==> src/rtl/pc_fetch_unit_pkg.sv <==
// Shared definitions for the instruction fetch stage.
//   - Bus widths, hold-code encoding and the NOP used as a bubble when no
//     fetched instruction is available.
//   - Fetch FSM state encoding and the {addr, inst} prefetch entry layout.
package pc_fetch_unit_pkg;

    localparam int CPU_W       = 32;
    localparam int HOLD_FLAG_W = 3;

    // Hold codes from the control unit. Any code at or above HOLD_EN
    // freezes the fetch stage.
    localparam logic [HOLD_FLAG_W-1:0] HOLD_NONE = 3'b000;
    localparam logic [HOLD_FLAG_W-1:0] HOLD_EN   = 3'b001;

    // addi x0, x0, 0
    localparam logic [CPU_W-1:0] INST_NOP = 32'h0000_0013;

    typedef enum logic [1:0] {
        S_IDLE  = 2'd0,
        S_REQ   = 2'd1,
        S_DRAIN = 2'd2
    } fetch_state_t;

    typedef struct packed {
        logic [CPU_W-1:0] addr;
        logic [CPU_W-1:0] inst;
    } fetch_entry_t;

    function automatic logic hold_active(input logic [HOLD_FLAG_W-1:0] code);
        return code >= HOLD_EN;
    endfunction

endpackage

==> src/rtl/pc_fetch_unit_fetch_fifo.sv <==
// Prefetch FIFO holding {addr, inst} pairs between memory and IF/ID.
// Ports:
//   clk, rst      clock and synchronous active-high reset
//   flush         drop every entry at the next edge (wins over push/pop)
//   push, din     write one entry; ignored when full unless popping too
//   pop, dout     dout is the head entry; pop advances it (ignored if empty)
//   count         number of valid entries
//   full, empty   occupancy flags
module pc_fetch_unit_fetch_fifo
    import pc_fetch_unit_pkg::*;
#(
    parameter int DEPTH = 2
) (
    input  logic                      clk,
    input  logic                      rst,
    input  logic                      flush,
    input  logic                      push,
    input  fetch_entry_t              din,
    input  logic                      pop,
    output fetch_entry_t              dout,
    output logic [$clog2(DEPTH):0]    count,
    output logic                      full,
    output logic                      empty
);

    localparam int AW = $clog2(DEPTH);
    localparam logic [AW:0]   CNT_ONE   = 1;
    localparam logic [AW:0]   CNT_DEPTH = DEPTH[AW:0];
    localparam logic [AW-1:0] PTR_ONE   = 1;

    fetch_entry_t     mem_reg [DEPTH];
    logic [AW-1:0]    wr_ptr_reg;
    logic [AW-1:0]    rd_ptr_reg;
    logic [AW:0]      count_reg;
    logic             push_ok;
    logic             pop_ok;

    assign full    = (count_reg == CNT_DEPTH);
    assign empty   = (count_reg == '0);
    assign count   = count_reg;
    assign pop_ok  = pop && !empty;
    // A push into a full FIFO is fine when the head leaves in the same cycle.
    assign push_ok = push && (!full || pop_ok);
    assign dout    = mem_reg[rd_ptr_reg];

    always_ff @(posedge clk) begin
        if (rst || flush) begin
            wr_ptr_reg <= '0;
            rd_ptr_reg <= '0;
            count_reg  <= '0;
        end else begin
            if (push_ok) wr_ptr_reg <= wr_ptr_reg + PTR_ONE;
            if (pop_ok)  rd_ptr_reg <= rd_ptr_reg + PTR_ONE;
            case ({push_ok, pop_ok})
                2'b10:   count_reg <= count_reg + CNT_ONE;
                2'b01:   count_reg <= count_reg - CNT_ONE;
                default: count_reg <= count_reg;
            endcase
        end
    end

    // Entry storage needs no reset: the pointers define what is valid.
    generate
        for (genvar gi = 0; gi < DEPTH; gi++) begin : g_entry
            always_ff @(posedge clk) begin
                if (push_ok && (wr_ptr_reg == AW'(gi))) begin
                    mem_reg[gi] <= din;
                end
            end
        end
    endgenerate

endmodule

==> src/rtl/pc_fetch_unit.sv <==
// Instruction fetch stage feeding the IF/ID register.
// Owns the PC, issues one outstanding read at a time over a req/ack
// handshake, buffers returned words with their addresses in a prefetch
// FIFO, and honours jump redirects and pipeline holds.
// Ports:
//   clk, rst                  clock, synchronous active-high reset
//   jumpFlagIn, jumpAddrIn    redirect request and word-aligned target
//   holdFlagIn                hold code; >= HOLD_EN freezes fetch
//   memReqOut, memAddrOut     read request / address (stable until ack)
//   memAckIn, memDataIn       ack with same-cycle data
//   instOut, instAddrOut      FIFO head (NOP / 0 when empty)
//   instValidOut              FIFO head valid
module pc_fetch_unit
    import pc_fetch_unit_pkg::*;
#(
    parameter logic [31:0] RESET_PC   = 32'h0000_0000,
    parameter int          FIFO_DEPTH = 2
) (
    input  logic                   clk,
    input  logic                   rst,
    input  logic                   jumpFlagIn,
    input  logic [CPU_W-1:0]       jumpAddrIn,
    input  logic [HOLD_FLAG_W-1:0] holdFlagIn,
    output logic                   memReqOut,
    output logic [CPU_W-1:0]       memAddrOut,
    input  logic                   memAckIn,
    input  logic [CPU_W-1:0]       memDataIn,
    output logic [CPU_W-1:0]       instOut,
    output logic [CPU_W-1:0]       instAddrOut,
    output logic                   instValidOut
);

    localparam int CW = $clog2(FIFO_DEPTH);
    localparam logic [CW+1:0] DEPTH_EXT = FIFO_DEPTH[CW+1:0];

    fetch_state_t      state_reg, state_next;
    logic [CPU_W-1:0]  pc_reg, pc_next;
    logic [CPU_W-1:0]  drain_addr_reg, drain_addr_next;

    logic              hold;
    logic              req_live;
    logic              ack;
    logic              pop;
    logic              push;
    logic              free_after;
    logic [CW+1:0]     count_after;

    fetch_entry_t      fifo_din;
    fetch_entry_t      fifo_dout;
    logic [CW:0]       fifo_count;
    logic              fifo_full;
    logic              fifo_empty;

    assign hold     = hold_active(holdFlagIn);
    // Every non-idle state has a request on the bus; reset withdraws it.
    assign req_live = (state_reg != S_IDLE);
    assign ack      = memAckIn && req_live && !rst;

    assign memReqOut  = req_live && !rst;
    // While draining, the bus keeps the abandoned address; pc already
    // holds the redirect target.
    assign memAddrOut = (state_reg == S_DRAIN) ? drain_addr_reg : pc_reg;

    assign pop  = !fifo_empty && !hold && !jumpFlagIn;
    // The issue rule guarantees room; the full check only guards the FIFO.
    assign push = ack && (state_reg == S_REQ) && !jumpFlagIn && (!fifo_full || pop);

    assign count_after = {1'b0, fifo_count}
                       + {{(CW+1){1'b0}}, push}
                       - {{(CW+1){1'b0}}, pop};
    // A new request is only started if an entry is still free after this
    // cycle's push/pop, so the eventual ack can always be stored.
    assign free_after  = (count_after < DEPTH_EXT);

    assign fifo_din.addr = pc_reg;
    assign fifo_din.inst = memDataIn;

    assign instValidOut = !fifo_empty;
    assign instOut      = fifo_empty ? INST_NOP : fifo_dout.inst;
    assign instAddrOut  = fifo_empty ? '0       : fifo_dout.addr;

    always_comb begin
        state_next      = state_reg;
        pc_next         = pc_reg;
        drain_addr_next = drain_addr_reg;

        if (jumpFlagIn) begin
            pc_next = jumpAddrIn;
            case (state_reg)
                S_REQ: begin
                    if (ack) begin
                        state_next = hold ? S_IDLE : S_REQ;
                    end else begin
                        state_next      = S_DRAIN;
                        drain_addr_next = pc_reg;
                    end
                end
                S_DRAIN: begin
                    if (ack) state_next = hold ? S_IDLE : S_REQ;
                end
                default: begin
                    state_next = hold ? S_IDLE : S_REQ;
                end
            endcase
        end else begin
            case (state_reg)
                S_IDLE: begin
                    if (free_after && !hold) state_next = S_REQ;
                end
                S_REQ: begin
                    if (ack) begin
                        pc_next    = pc_reg + 32'd4;
                        state_next = (free_after && !hold) ? S_REQ : S_IDLE;
                    end
                end
                S_DRAIN: begin
                    if (ack) state_next = hold ? S_IDLE : S_REQ;
                end
                default: state_next = S_REQ;
            endcase
        end
    end

    always_ff @(posedge clk) begin
        if (rst) begin
            state_reg      <= S_REQ;
            pc_reg         <= RESET_PC;
            drain_addr_reg <= '0;
        end else begin
            state_reg      <= state_next;
            pc_reg         <= pc_next;
            drain_addr_reg <= drain_addr_next;
        end
    end

    pc_fetch_unit_fetch_fifo #(
        .DEPTH (FIFO_DEPTH)
    ) fetch_fifo (
        .clk   (clk),
        .rst   (rst),
        .flush (jumpFlagIn),
        .push  (push),
        .din   (fifo_din),
        .pop   (pop),
        .dout  (fifo_dout),
        .count (fifo_count),
        .full  (fifo_full),
        .empty (fifo_empty)
    );

endmodule

==> config.mk <==
export PLATFORM = sky130hd
export DESIGN_NAME = pc_fetch_unit
export DESIGN_NICKNAME = d
export VERILOG_FILES = /design/src/rtl/pc_fetch_unit_pkg.sv /design/src/rtl/pc_fetch_unit_fetch_fifo.sv /design/src/rtl/pc_fetch_unit.sv
export SDC_FILE = /design/constraint.sdc
export NUM_CORES = 1
export LEC_CHECK = 0
export ABC_AREA = 1
export CELL_PAD_IN_SITES_DETAIL_PLACEMENT = 1
export CELL_PAD_IN_SITES_GLOBAL_PLACEMENT = 2
export CORE_MARGIN = 1
export CORE_UTILIZATION = 34
export CTS_BUF_LIST = sky130_fd_sc_hd__clkbuf_16
export CTS_CLUSTER_SIZE = 40
export DETAILED_ROUTE_END_ITERATION = 10
export GPL_ROUTABILITY_DRIVEN = 1
export MAX_ROUTING_LAYER = met4
export PLACE_DENSITY_LB_ADDON = 0.1
export SLEW_MARGIN = 10
export SYNTH_ARGS = -nofsm -noshare
export SYNTH_HDL_FRONTEND = slang
export SYNTH_SLANG_ARGS = --single-unit
==> constraint.sdc <==
create_clock -name clk -period 9.7 [get_ports clk]
set_input_delay 1.455 -clock clk [delete_from_list [all_inputs] [get_ports clk]]
set_output_delay 1.455 -clock clk [all_outputs]
set_load 0.02 [all_outputs]
Word level (Yosys, flattened, before mapping) --
Memory sizes are Yosys's and may differ from the RTL's. A register that Yosys moved wholly into a read port is not among the register bits. Index checks and enable logic that the tools add are counted.
Cells by class: muxes and demuxes 25, bitwise operators 2, $lt $le $gt $ge 2, reduce and logical (&&, ||, !) cells 31, eq/ne operators 7, add/subtract/negate cells 7
Operator list (number):
- $mux W32 | 6
- $mux W64 | 1
- $reduce_or A64 Y1 | 1
- $add A32 B3 Y32 const B | 1
- $logic_and A1 B1 Y1 | 13
- $mux W1 | 10
- $mux W2 | 5
- $pmux W2 S2 | 2
- $reduce_bool A2 Y1 | 4
- $eq A2 B2 Y1 const B | 3
- $ne A3 B3 Y1 const B | 2
- $pmux W2 S3 | 1
- $logic_not A1 Y1 | 5
- $eq A2 B1 Y1 const B | 2
- $logic_not A2 Y1 | 2
- $reduce_and A2 Y1 | 2
- $add A2 B1 Y3 | 1
- $ge A3 B1 Y1 const B | 1
- $logic_or A1 B1 Y1 | 3
- $lt A3 B2 Y1 const B | 1
- $reduce_and A3 Y1 | 1
- $sub A3 B1 Y3 | 1
- $add A1 B1 Y1 const B | 2
- $add A2 B1 Y2 const B | 1
- 2 further kinds | 3
Word-level totals: output and inout port bits 98, register bits 70, memories 1, bits in writable memories 128, input port bits 71
Memory list:
- fetch_fifo.mem_reg | depth 2, bits a word 64, read ports 1, clocked after Yosys merged registers in 1, write ports 1, RTL line pc_fetch_unit_fetch_fifo.sv:31 | fetch_entry_t mem_reg [DEPTH];

Depth between registers and ports, before layout --
Gate-level depths: netlist of run 1.
depth in word-level cells 14, depth in mapped cells 18, gate-level depth less buffers 18

By module --
From an unflattened synthesis of run 1, not the netlist that was laid out.
Second synthesis, totals: cell total of the unflattened synthesis 986, area total of the unflattened synthesis 9377.7 µm²
By module, submodules not included:
- pc_fetch_unit_fetch_fifo | cells each 240, area each 4932.2 µm², times used 1, sequential area each 3943.8 µm²
- pc_fetch_unit | cells each 746, area each 4445.5 µm², times used 1, sequential area each 1321.3 µm²

Worst setup path before layout of run 1 --
Ideal clock, no wire load.
path kind in2reg, start point in rst, end point mem fetch_fifo.mem_reg[1][0] (netlist name) (enable), stages 7, slack 4.408 ns, buffers on the path 0, arrival 4.805 ns, required time 9.212 ns, path through nor2_4 -> nand3_4 -> inv_6 -> nand2_4 -> inv_2 -> nand2_1 -> nor2_1
On the way: cells in the longest elaborated chain, start to end 11, elaborated cells between the ends (all ways) 15
RTL lines:
- start, declared | RTL line pc_fetch_unit.sv:20 | input logic rst,
- $logic_not A1 Y1 * | RTL line pc_fetch_unit.sv:57 | assign ack = memAckIn && req_live && !rst;
- $logic_and A1 B1 Y1 * | RTL line pc_fetch_unit.sv:57
- $logic_and A1 B1 Y1 * (3 in series) | RTL line pc_fetch_unit.sv:66 | assign push = ack && (state_reg == S_REQ) && !jumpFlagIn && (!fifo_full || pop);
- $logic_and A1 B1 Y1 * | RTL line pc_fetch_unit_fetch_fifo.sv:43 | assign push_ok = push && (!full || pop_ok);
- $logic_and A1 B1 Y1 | RTL line pc_fetch_unit_fetch_fifo.sv:66 | if (push_ok && (wr_ptr_reg == AW'(gi))) begin
- $mux W1 | RTL line pc_fetch_unit_fetch_fifo.sv:66
- $mux W1 (implied by the code) | RTL line pc_fetch_unit_fetch_fifo.sv:67 | mem_reg[gi] <= din;
- $reduce_or A64 Y1 (no line)
- $mux W1 (no line)
- end, declared | RTL line pc_fetch_unit_fetch_fifo.sv:31
Every way passes the cells marked *; elsewhere a longest branch is shown, timed or not.

Worst setup path in the final report of run 1 --
start point in jumpFlagIn, end point reg state_reg[0]
On the way: cells in the longest elaborated chain, start to end 12, elaborated cells between the ends (all ways) 16
RTL lines:
- start, declared | RTL line pc_fetch_unit.sv:21 | input logic jumpFlagIn,
- $logic_not A1 Y1 | RTL line pc_fetch_unit.sv:64, pc_fetch_unit.sv:66
- $logic_and A1 B1 Y1 | RTL line pc_fetch_unit.sv:64 | assign pop = !fifo_empty && !hold && !jumpFlagIn;
- $logic_or A1 B1 Y1 | RTL line pc_fetch_unit.sv:66
- $logic_and A1 B1 Y1 | RTL line pc_fetch_unit.sv:66
- $add A2 B1 Y3 | RTL line pc_fetch_unit.sv:69 | + {{(CW+1){1'b0}}, push}
- $sub A3 B1 Y3 | RTL line pc_fetch_unit.sv:70 | - {{(CW+1){1'b0}}, pop};
- $lt A3 B2 Y1 | RTL line pc_fetch_unit.sv:73 | assign free_after = (count_after < DEPTH_EXT);
- $logic_and A1 B1 Y1 | RTL line pc_fetch_unit.sv:108, pc_fetch_unit.sv:113
- $mux W1 | RTL line pc_fetch_unit.sv:113 | state_next = (free_after && !hold) ? S_REQ : S_IDLE;
- $mux W2 | RTL line pc_fetch_unit.sv:111 | if (ack) begin
- $pmux W2 S3 | RTL line pc_fetch_unit.sv:106 | case (state_reg)
- $mux W2 | RTL line pc_fetch_unit.sv:87 | if (jumpFlagIn) begin
- end signal, assigned | RTL line pc_fetch_unit.sv:130 | state_reg <= state_next;
- end, declared | RTL line pc_fetch_unit.sv:36 | fetch_state_t state_reg, state_next;
Several ways; a longest one is shown, not always the timed one. The select of a mux whose other input is x is not followed. A chain may end at the register's enable or synchronous reset.

==> impl_metrics.tcl, run 1 <==
set metrics [dict create \
    status "complete, no violations" \
    hpwl_um 17700 \
    core_area_um2 25400 \
    vdd_drop_max_v 0.0000850 \
    largest_reg_flops 128 \
    comb_power_share_pct 12.2 \
    syn_nets 1064 \
    skew_ns 0.0120 \
    routed_wl_um 26300 \
    clk_pin_slew_worst_paths_ns 0.08 \
    power_w 0.00191 \
    drc 0 \
    seq_power_share_pct 51.5 \
    hold_path_depth 2 \
    avgSynthCellArea_um2 9.01 \
    yosysWarningCount 0 \
    dpl_cell_area_um2 10900 \
    finalCritPeriodShare_pct 48.0 \
    die-area_um2 26800 \
    p_switching_w 0.000524 \
    cts-resized-gates 0 \
    final-max-slew-violation-count 0 \
    hold_class "flop to flop" \
    num_antenna_cells 0 \
    cp_max_fo 31 \
    clk-insertion-delay-late_ns 0.44 \
    antenna_found_initial 0 \
    place_congestion 0.819 \
    grt_start_max_net_pins 66 \
    ys_types 40 \
    fin_nets 1214 \
    cts_setup_buffers 0 \
    post-route-util_pct 45.0 \
    cts.htree.levels 4 \
    hold_start "drain_addr_reg[8]" \
    drtIter0Drc 431 \
    seq_area_um2 5270 \
    reg2reg_from "state_reg[0]" \
    core.rowCount 58 \
    rsz0062_at_grt "false" \
    drive_gt1_share_pct 6.71 \
    fp.dieH_um 164 \
    clockRootBuffer "clkbuf_16" \
    syn-cell-area_um2 8880 \
    ys_ff_latch 199 \
    port_buffers 168 \
    drt_first_pass_iters 5 \
    clockPowerShare_pct 36.3 \
    crit_type "input port to flop" \
    grt_use_total_pct 20.9 \
    fmax_mhz 215 \
    holdPathEnd "drain_addr_reg[8]" \
    area_growth_pct 28.8 \
    final.min_clock_period_ns 4.66 \
    finalSetupViolCount 0 \
    num_io_pins 169 \
    cp-start-kind "input port" \
    r2r-end "state_reg[0]" \
    cts_inserted_buffers 17 \
    final_common_cell "nand2_1" \
    maxSlewHeadroom_pct 38.8 \
    detail_route.wl_per_cell_um 17.8 \
    cts_tree "done" \
    hold_ws_ns 0.449 \
    fill_cells 2943 \
    vias 7234 \
    critPathArrivalTime_ns 5.05 \
    p_int_w 0.00138 \
    multi_input_area_um2 3100 \
    ant_nets 0 \
    die_w_um 164 \
    synth_cells 986 \
    maxCapViolCount 0 \
    worstSetupEndpointType "flop" \
    yosysSeqAreaShare_pct 59.3 \
    start_util_pct 35.0 \
    leakage_nw 4.02 \
    clock-sinks 199 \
    powerDensity_nw_per_um2 167 \
    critPathRequiredTime_ns 10.09 \
    post-route-cell-area_um2 11400 \
    cts_hold_buf 0 \
    finalHoldViolCount 0 \
    avgViaCountPerCell 4.89 \
    mostFrequentLayoutCells "nand2_1 (281), clkdlybuf4s50_1 (168), edfxtp_1 (128), a21oi_1 (123), o21ai_0 (90)" \
    grt_first_pass_wirelength_um 41000 \
    gr-total-overflow 0 \
    worst_pin_slew_ns 0.918 \
    rrSetupSlack_ns 6.06 \
    grt_pass1_vias 7250 \
    swShare_pct 27.5 \
    cts.path.max_buffers 2 \
    r2r_cells 18 \
    tns_ns 0 \
]
cell usage after synthesis, drive strengths merged:
| master | n | share of area (%) |
|---|---|---|
| a211oi | 1 | 0.085 |
| a21oi | 123 | 6.9 |
| a311oi | 1 | 0.099 |
| a31oi | 8 | 0.56 |
| and2 | 1 | 0.070 |
| and3 | 1 | 0.070 |
| buf | 13 | 0.79 |
| clkbuf | 34 | 1.5 |
| dfxtp | 71 | 16 |
| edfxtp | 128 | 43 |
| fa | 1 | 0.23 |
| ha | 6 | 0.85 |
| inv | 87 | 3.7 |
| nand2 | 289 | 13 |
| nand3 | 36 | 2.3 |
| nand3b | 1 | 0.085 |
| nand4 | 4 | 0.28 |
| nor2 | 73 | 4.0 |
| nor3 | 2 | 0.11 |
| o211ai | 2 | 0.17 |
| o21ai | 94 | 5.3 |
| or2 | 1 | 0.070 |
| xnor2 | 4 | 0.39 |
| xor2 | 5 | 0.49 |
stage by stage:
step           worst slack [ns]  std cells
6_report                   5.04       1478
3_3_place_gp               4.66       1447
5_1_grt                    4.78       1478
3_5_place_dp               4.54       1447
2_1_floorplan              4.41        986
4_1_cts                    5.01       1478
worst max-delay path, cell delays in order:
cell	delay, ns
clkdlybuf4s50_1	0.40
buf_4	0.26
inv_2	0.45
nand2_4	0.12
inv_2	0.37
nand2_1	0.26
ha_1	0.33
or2_2	0.30
fa_1	0.38
xnor2_1	0.15
nand3b_1	0.12
o21ai_0	0.17
nand2_1	0.06
o21ai_0	0.08
nand2_1	0.07
nand2_1	0.05
layout make-up:
| type | count | share of cell area [%] |
|---|---|---|
| Clock inverter | 14 | 1.30 |
| Timing Repair Buffer | 178 | 15.4 |
| Tap cell | 330 | 3.61 |
| Clock buffer | 17 | 3.72 |
| Inverter | 87 | 2.90 |
| Sequential cell | 199 | 46.0 |
| Multi-Input combinational cell | 653 | 27.1 |
power groups by stage:
| stage | Clock [W] | Sequential (W) | Combinational [W] |
|---|---|---|---|
| floorplan | 0 | 0.000987 | 0.000137 |
| global placement | 0 | 0.00100 | 0.000232 |
| detailed placement | 0 | 0.00100 | 0.000236 |
| CTS | 0.000711 | 0.000982 | 0.000237 |
| global route | 0.000743 | 0.000988 | 0.000260 |
| finish | 0.000693 | 0.000981 | 0.000233 |
worst max path at each step:
stage,startpoint,endpoint,slack [ns],cells after the start
after CTS,jumpFlagIn,state_reg[0],5.01,15
after global routing,jumpFlagIn,state_reg[0],4.78,16
after detailed placement,jumpFlagIn,state_reg[0],4.54,15
after floorplan,rst,fetch_fifo.mem_reg[1][0],4.41,7
final,jumpFlagIn,state_reg[0],5.04,16
after global placement,jumpFlagIn,state_reg[0],4.66,15
logic make-up after synthesis:
family / synth area share (%)
AOI/OAI and AO/OA: 13.2
adders and majority gates: 1.07
and+or+nand+nor: 19.6
xor gates and xnor gates: 0.887
buffers and inverters: 6.03
DFF: 59.3
layer usage:
metal | share of wire, % | wire length [µm] | up-vias | global-route usage [%]
met4 | 0.78 | 204 | 0 | 5.01
met2 | 47 | 12300 | 154 | 32.7
met1 | 48 | 12700 | 3483 | 28.6
met3 | 4.0 | 1050 | 13 | 2.72
met5 | 0 | 0 | - | -
li1 | - | - | 3584 | -
Note: power is estimated with default switching activity, not from simulation.
==> inputs of run 2 (changes only) <==
--- a/config.mk
+++ b/config.mk
@@ -9,7 +9,7 @@
 export CELL_PAD_IN_SITES_DETAIL_PLACEMENT = 1
 export CELL_PAD_IN_SITES_GLOBAL_PLACEMENT = 2
 export CORE_MARGIN = 1
-export CORE_UTILIZATION = 34
+export CORE_UTILIZATION = 28
 export CTS_BUF_LIST = sky130_fd_sc_hd__clkbuf_16
 export CTS_CLUSTER_SIZE = 40
 export DETAILED_ROUTE_END_ITERATION = 10
==> constraint.sdc (replaced) <==
create_clock -name clk -period 4 [get_ports clk]
set_input_delay 0.6 -clock clk [delete_from_list [all_inputs] [get_ports clk]]
set_output_delay 0.6 -clock clk [all_outputs]
set_load 0.02 [all_outputs]
==> impl_metrics.tcl, run 2 (synthesis results as in run 1) <==
set metrics [dict create \
    worst_pin_slew_ns 0.755 \
    cts_setup_buffers 0 \
    vias 7230 \
    critPathArrivalTime_ns 2.69 \
    hold_class "flop to flop" \
    largest_reg_flops 128 \
    cts-resized-gates 0 \
    clock-sinks 199 \
    hpwl_um 18800 \
    maxCapViolCount 0 \
    seq_area_um2 5270 \
    finalHoldViolCount 0 \
    area_growth_pct 30.9 \
    num_io_pins 169 \
    grt_first_pass_wirelength_um 43100 \
    mostFrequentLayoutCells "nand2_1 (281), clkdlybuf4s50_1 (168), edfxtp_1 (128), a21oi_1 (123), o21ai_0 (90)" \
    cts.htree.levels 4 \
    core.rowCount 64 \
    status "complete, no violations" \
    drtIter0Drc 289 \
    cts_hold_buf 0 \
    maxSlewHeadroom_pct 49.7 \
    final_common_cell "nand2_1" \
    cpMaxStageDelayCell "clkdlybuf4s50_1" \
    avgViaCountPerCell 4.66 \
    drc 0 \
    max_stage_delay_ns 0.70 \
    die_w_um 180 \
    powerDensity_nw_per_um2 404 \
    clk-insertion-delay-late_ns 0.44 \
    hold_start "drain_addr_reg[31]" \
    port_buffers 168 \
    finalCritPeriodShare_pct 82.3 \
    post-route-util_pct 37.6 \
    cts_inserted_buffers 17 \
    tns_ns 0 \
    skew_ns 0.0187 \
    worstPathCellList "inv_1 -> ha_1 -> buf_4 -> o21ai_0 -> clkdlybuf4s50_1" \
    detail_route.wl_per_cell_um 17.9 \
    num_antenna_cells 0 \
    vdd_drop_max_v 0.000281 \
    hold_ws_ns 0.446 \
    routed_wl_um 27700 \
    hold_path_depth 2 \
    grt_use_total_pct 17.9 \
    cts.path.max_buffers 2 \
    fmax_mhz 304 \
    fin_nets 1220 \
    fill_cells 3570 \
    start_util_pct 28.7 \
    cp-start-kind "flop" \
    drive_gt1_share_pct 7.19 \
    r2r-end "state_reg[0]" \
    clockRootBuffer "clkbuf_16" \
    worstSetupEndpointType "output port" \
    ant_nets 0 \
    cts_tree "done" \
    core_area_um2 30900 \
    critPathRequiredTime_ns 3.40 \
    reg2reg_from "state_reg[0]" \
    fp.dieH_um 180 \
    drt_first_pass_iters 4 \
    cp_max_fo 43 \
    final.min_clock_period_ns 3.29 \
    rrSetupSlack_ns 0.82 \
    multi_input_area_um2 3100 \
    grt_start_max_net_pins 65 \
    r2r_cells 17 \
    grt_pass1_vias 7363 \
    finalSetupViolCount 0 \
    die-area_um2 32400 \
    rsz0062_at_grt "false" \
    antenna_found_initial 0 \
    crit_type "flop to output port" \
    holdPathEnd "drain_addr_reg[31]" \
    clk_pin_slew_worst_paths_ns 0.08 \
    place_congestion 0.785 \
    final-max-slew-violation-count 0 \
    leakage_nw 4.07 \
    gr-total-overflow 0 \
]
[run 2: area by class of cell]
type / count / share of cell area, %
clock buffer: 17 / 3.66
clock inverter: 15 / 1.45
inverter: 87 / 2.85
multi-input combinational: 653 / 26.6
sequential: 199 / 45.3
tap: 396 / 4.26
timing repair buffer: 184 / 15.8
[run 2: worst max-delay path by stage]
stage / startpoint / endpoint / cells after the start
final: state_reg[0] / memAddrOut[13] / 5
after global routing: state_reg[0] / state_reg[0] / 17
after CTS: state_reg[0] / memAddrOut[13] / 6
after detailed placement: rst / state_reg[0] / 16
after global placement: rst / state_reg[0] / 16
after floorplan: state_reg[0] / fetch_fifo.mem_reg[1][0] / 9
[run 2: stage by stage]
| step | area [µm²] | setup slack [ns] | instances | total power, W |
|---|---|---|---|---|
| 3_3_place_gp | 11000 | 0.510 | 1519 | 0.00301 |
| 3_5_place_dp | 11000 | 0.438 | 1519 | 0.00302 |
| 6_report | 11600 | 0.708 | 1551 | 0.00470 |
| 5_1_grt | 11600 | 0.493 | 1551 | 0.00490 |
| 2_1_floorplan | 8890 | 0.579 | 986 | 0.00272 |
| 4_1_cts | 11600 | 0.685 | 1551 | 0.00477 |
[run 2: layer usage]
layer | wire length, µm | global-route usage, %
met4 | 323 | 4.21
met3 | 865 | 2.55
met2 | 12700 | 28.2
met5 | 0 | -
met1 | 13800 | 24.3
[run 2: power by group]
| part | switching [W] | leakage, nW | internal, W |
|---|---|---|---|
| logic | 0.000348 | 2.02 | 0.000232 |
| registers | 0.0000835 | 1.75 | 0.00229 |
| clock network | 0.000890 | 0.289 | 0.000847 |
[run 2: worst max-delay path, delay by kind of cell (launching register included)]
kind,cells,cell delay [ns]
compound gates,1,0.46
flops,1,0.37
fa+ha+maj,1,0.32
buf+inv,3,1.09
==> inputs of run 3 (changes only) <==
--- a/config.mk
+++ b/config.mk
@@ -9,7 +9,7 @@
 export CELL_PAD_IN_SITES_DETAIL_PLACEMENT = 1
 export CELL_PAD_IN_SITES_GLOBAL_PLACEMENT = 2
 export CORE_MARGIN = 1
-export CORE_UTILIZATION = 28
+export CORE_UTILIZATION = 31
 export CTS_BUF_LIST = sky130_fd_sc_hd__clkbuf_16
 export CTS_CLUSTER_SIZE = 40
 export DETAILED_ROUTE_END_ITERATION = 10
==> constraint.sdc (replaced) <==
create_clock -name clk -period 3.3 [get_ports clk]
set_input_delay 0.495 -clock clk [delete_from_list [all_inputs] [get_ports clk]]
set_output_delay 0.495 -clock clk [all_outputs]
set_load 0.02 [all_outputs]
==> impl_metrics.tcl, run 3 (synthesis results as in run 1) <==
set metrics [dict create \
    maxSlewHeadroom_pct 50.2 \
    fill_cells 3254 \
    area_growth_pct 31.1 \
    cp-start-kind "flop" \
    clockRootBuffer "clkbuf_16" \
    skew_ns 0.0251 \
    crit_type "flop to output port" \
    grt_pass1_vias 7279 \
    finalHoldViolCount 0 \
    dpl_cell_area_um2 11000 \
    final_common_cell "nand2_1" \
    post-route-cell-area_um2 11600 \
    gr-total-overflow 0 \
    die-area_um2 29300 \
    hpwl_um 18400 \
    num_io_pins 169 \
    detail_route.wl_per_cell_um 17.5 \
    fin_ws_ns 0.211 \
    port_buffers 168 \
    cp_max_fo 62 \
    pre_cts_ws_ns 0.00192 \
    fin_nets 1224 \
    cts_inserted_buffers 17 \
    tns_ns 0 \
    cts.htree.levels 4 \
    max_stage_delay_ns 0.61 \
    ant_nets 0 \
    worstSetupEndpointType "output port" \
    drive_gt1_share_pct 7.60 \
    core.rowCount 61 \
    cpMaxStageDelayCell "clkdlybuf4s50_1" \
    cts_tree "done" \
    leakage_nw 4.09 \
    drt_first_pass_iters 4 \
    clk_pin_slew_worst_paths_ns 0.09 \
    finalCritPeriodShare_pct 93.6 \
    post-route-util_pct 41.6 \
    place_congestion 0.752 \
    dp.cells 1505 \
    fmax_mhz 324 \
    grt_first_pass_wirelength_um 41500 \
    final-max-slew-violation-count 0 \
    worstPathCellList "nor2_4 -> buf_4 -> inv_1 -> nand3_1 -> clkdlybuf4s50_1" \
    start_util_pct 31.7 \
    crit_family "buffers and inverters" \
    critPathArrivalTime_ns 2.59 \
    clk-insertion-delay-late_ns 0.45 \
    rsz0062_at_grt "false" \
    cts.path.max_buffers 2 \
    clock-sinks 199 \
    vdd_drop_max_v 0.000289 \
    cts_hold_buf 0 \
    finalSetupViolCount 0 \
    worst_pin_slew_ns 0.747 \
    cts-resized-gates 0 \
    final.min_clock_period_ns 3.09 \
    maxCapViolCount 0 \
    powerDensity_nw_per_um2 489 \
    largest_reg_flops 128 \
    routed_wl_um 26800 \
    critPathRequiredTime_ns 2.80 \
    num_antenna_cells 0 \
    drtIter0Drc 346 \
    cts_setup_buffers 0 \
    drc 0 \
    grt_use_total_pct 19.4 \
    core_area_um2 28000 \
    antenna_found_initial 0 \
    avgViaCountPerCell 4.72 \
    die_w_um 171 \
    vias 7245 \
    final_cells 1536 \
    status "complete, no violations" \
    fp.dieH_um 171 \
    hold_class "flop to flop" \
    path_buf_inv 3 \
    mostFrequentLayoutCells "nand2_1 (281), clkdlybuf4s50_1 (168), edfxtp_1 (128), a21oi_1 (123), o21ai_0 (90)" \
    grt_start_max_net_pins 66 \
]
[run 3: cell types whose count changed in the layout (fill, tap and decap cells not counted)]
| cell | before | now |
|---|---|---|
| buf_12 | 3 | 4 |
| buf_4 | 13 | 16 |
| clkinv_1 | 1 | 0 |
| clkinv_4 | 3 | 2 |
| ha_1 | 6 | 5 |
| ha_2 | 0 | 1 |
| inv_12 | 2 | 1 |
| inv_6 | 5 | 3 |
| inv_8 | 2 | 6 |
[run 3: metal layers]
| metal | part of all wire (%) | vias to the layer above | global-route usage (%) |
|---|---|---|---|
| li1 | - | 3601 | - |
| met1 | 49 | 3498 | 26.2 |
| met2 | 47 | 135 | 30.9 |
| met3 | 3.6 | 11 | 2.85 |
| met4 | 0.69 | 0 | 4.23 |
| met5 | 0 | - | - |
[run 3: tightest hold or removal path: cells and delay by family (launching register included)]
family / cells / cell delay (ns)
compound gates: 1 / 0.05
buf+inv: 1 / 0.05
flops: 1 / 0.32
[run 3: stage by stage]
stage,hold slack [ns],power [W]
2_1_floorplan,0.424,0.00330
3_3_place_gp,0.434,0.00365
3_5_place_dp,0.440,0.00366
4_1_cts,0.453,0.00576
5_1_grt,0.469,0.00594
6_report,0.451,0.00570
[run 3: worst paths after layout]
check                      start                  to  slack [ns]  cells past startpoint
max          fetch_fifo.count[1]          instOut[1]        0.21                      5
min           drain_addr_reg[25]  drain_addr_reg[25]        0.45                      2
max reg2reg         state_reg[1]        state_reg[0]        0.31                     18
min reg2reg   drain_addr_reg[25]  drain_addr_reg[25]        0.45                      2
[run 3: report_power, final]
group | switching [W] | total, W | internal [W]
clock network | 0.00108 | 0.00211 | 0.00103
logic | 0.000417 | 0.000708 | 0.000291
registers | 0.000101 | 0.00288 | 0.00278
total | 0.00160 | 0.00570 | 0.00410
[run 3: final cells by class]
cell class	instances	area, µm²	area share [%]
clock buffer	17	425	3.65
timing repair buffer	188	1880	16.2
inverter	87	332	2.85
sequential	199	5270	45.2
tap	378	473	4.06
clock inverter	14	168	1.44
multi-input combinational	653	3100	26.6
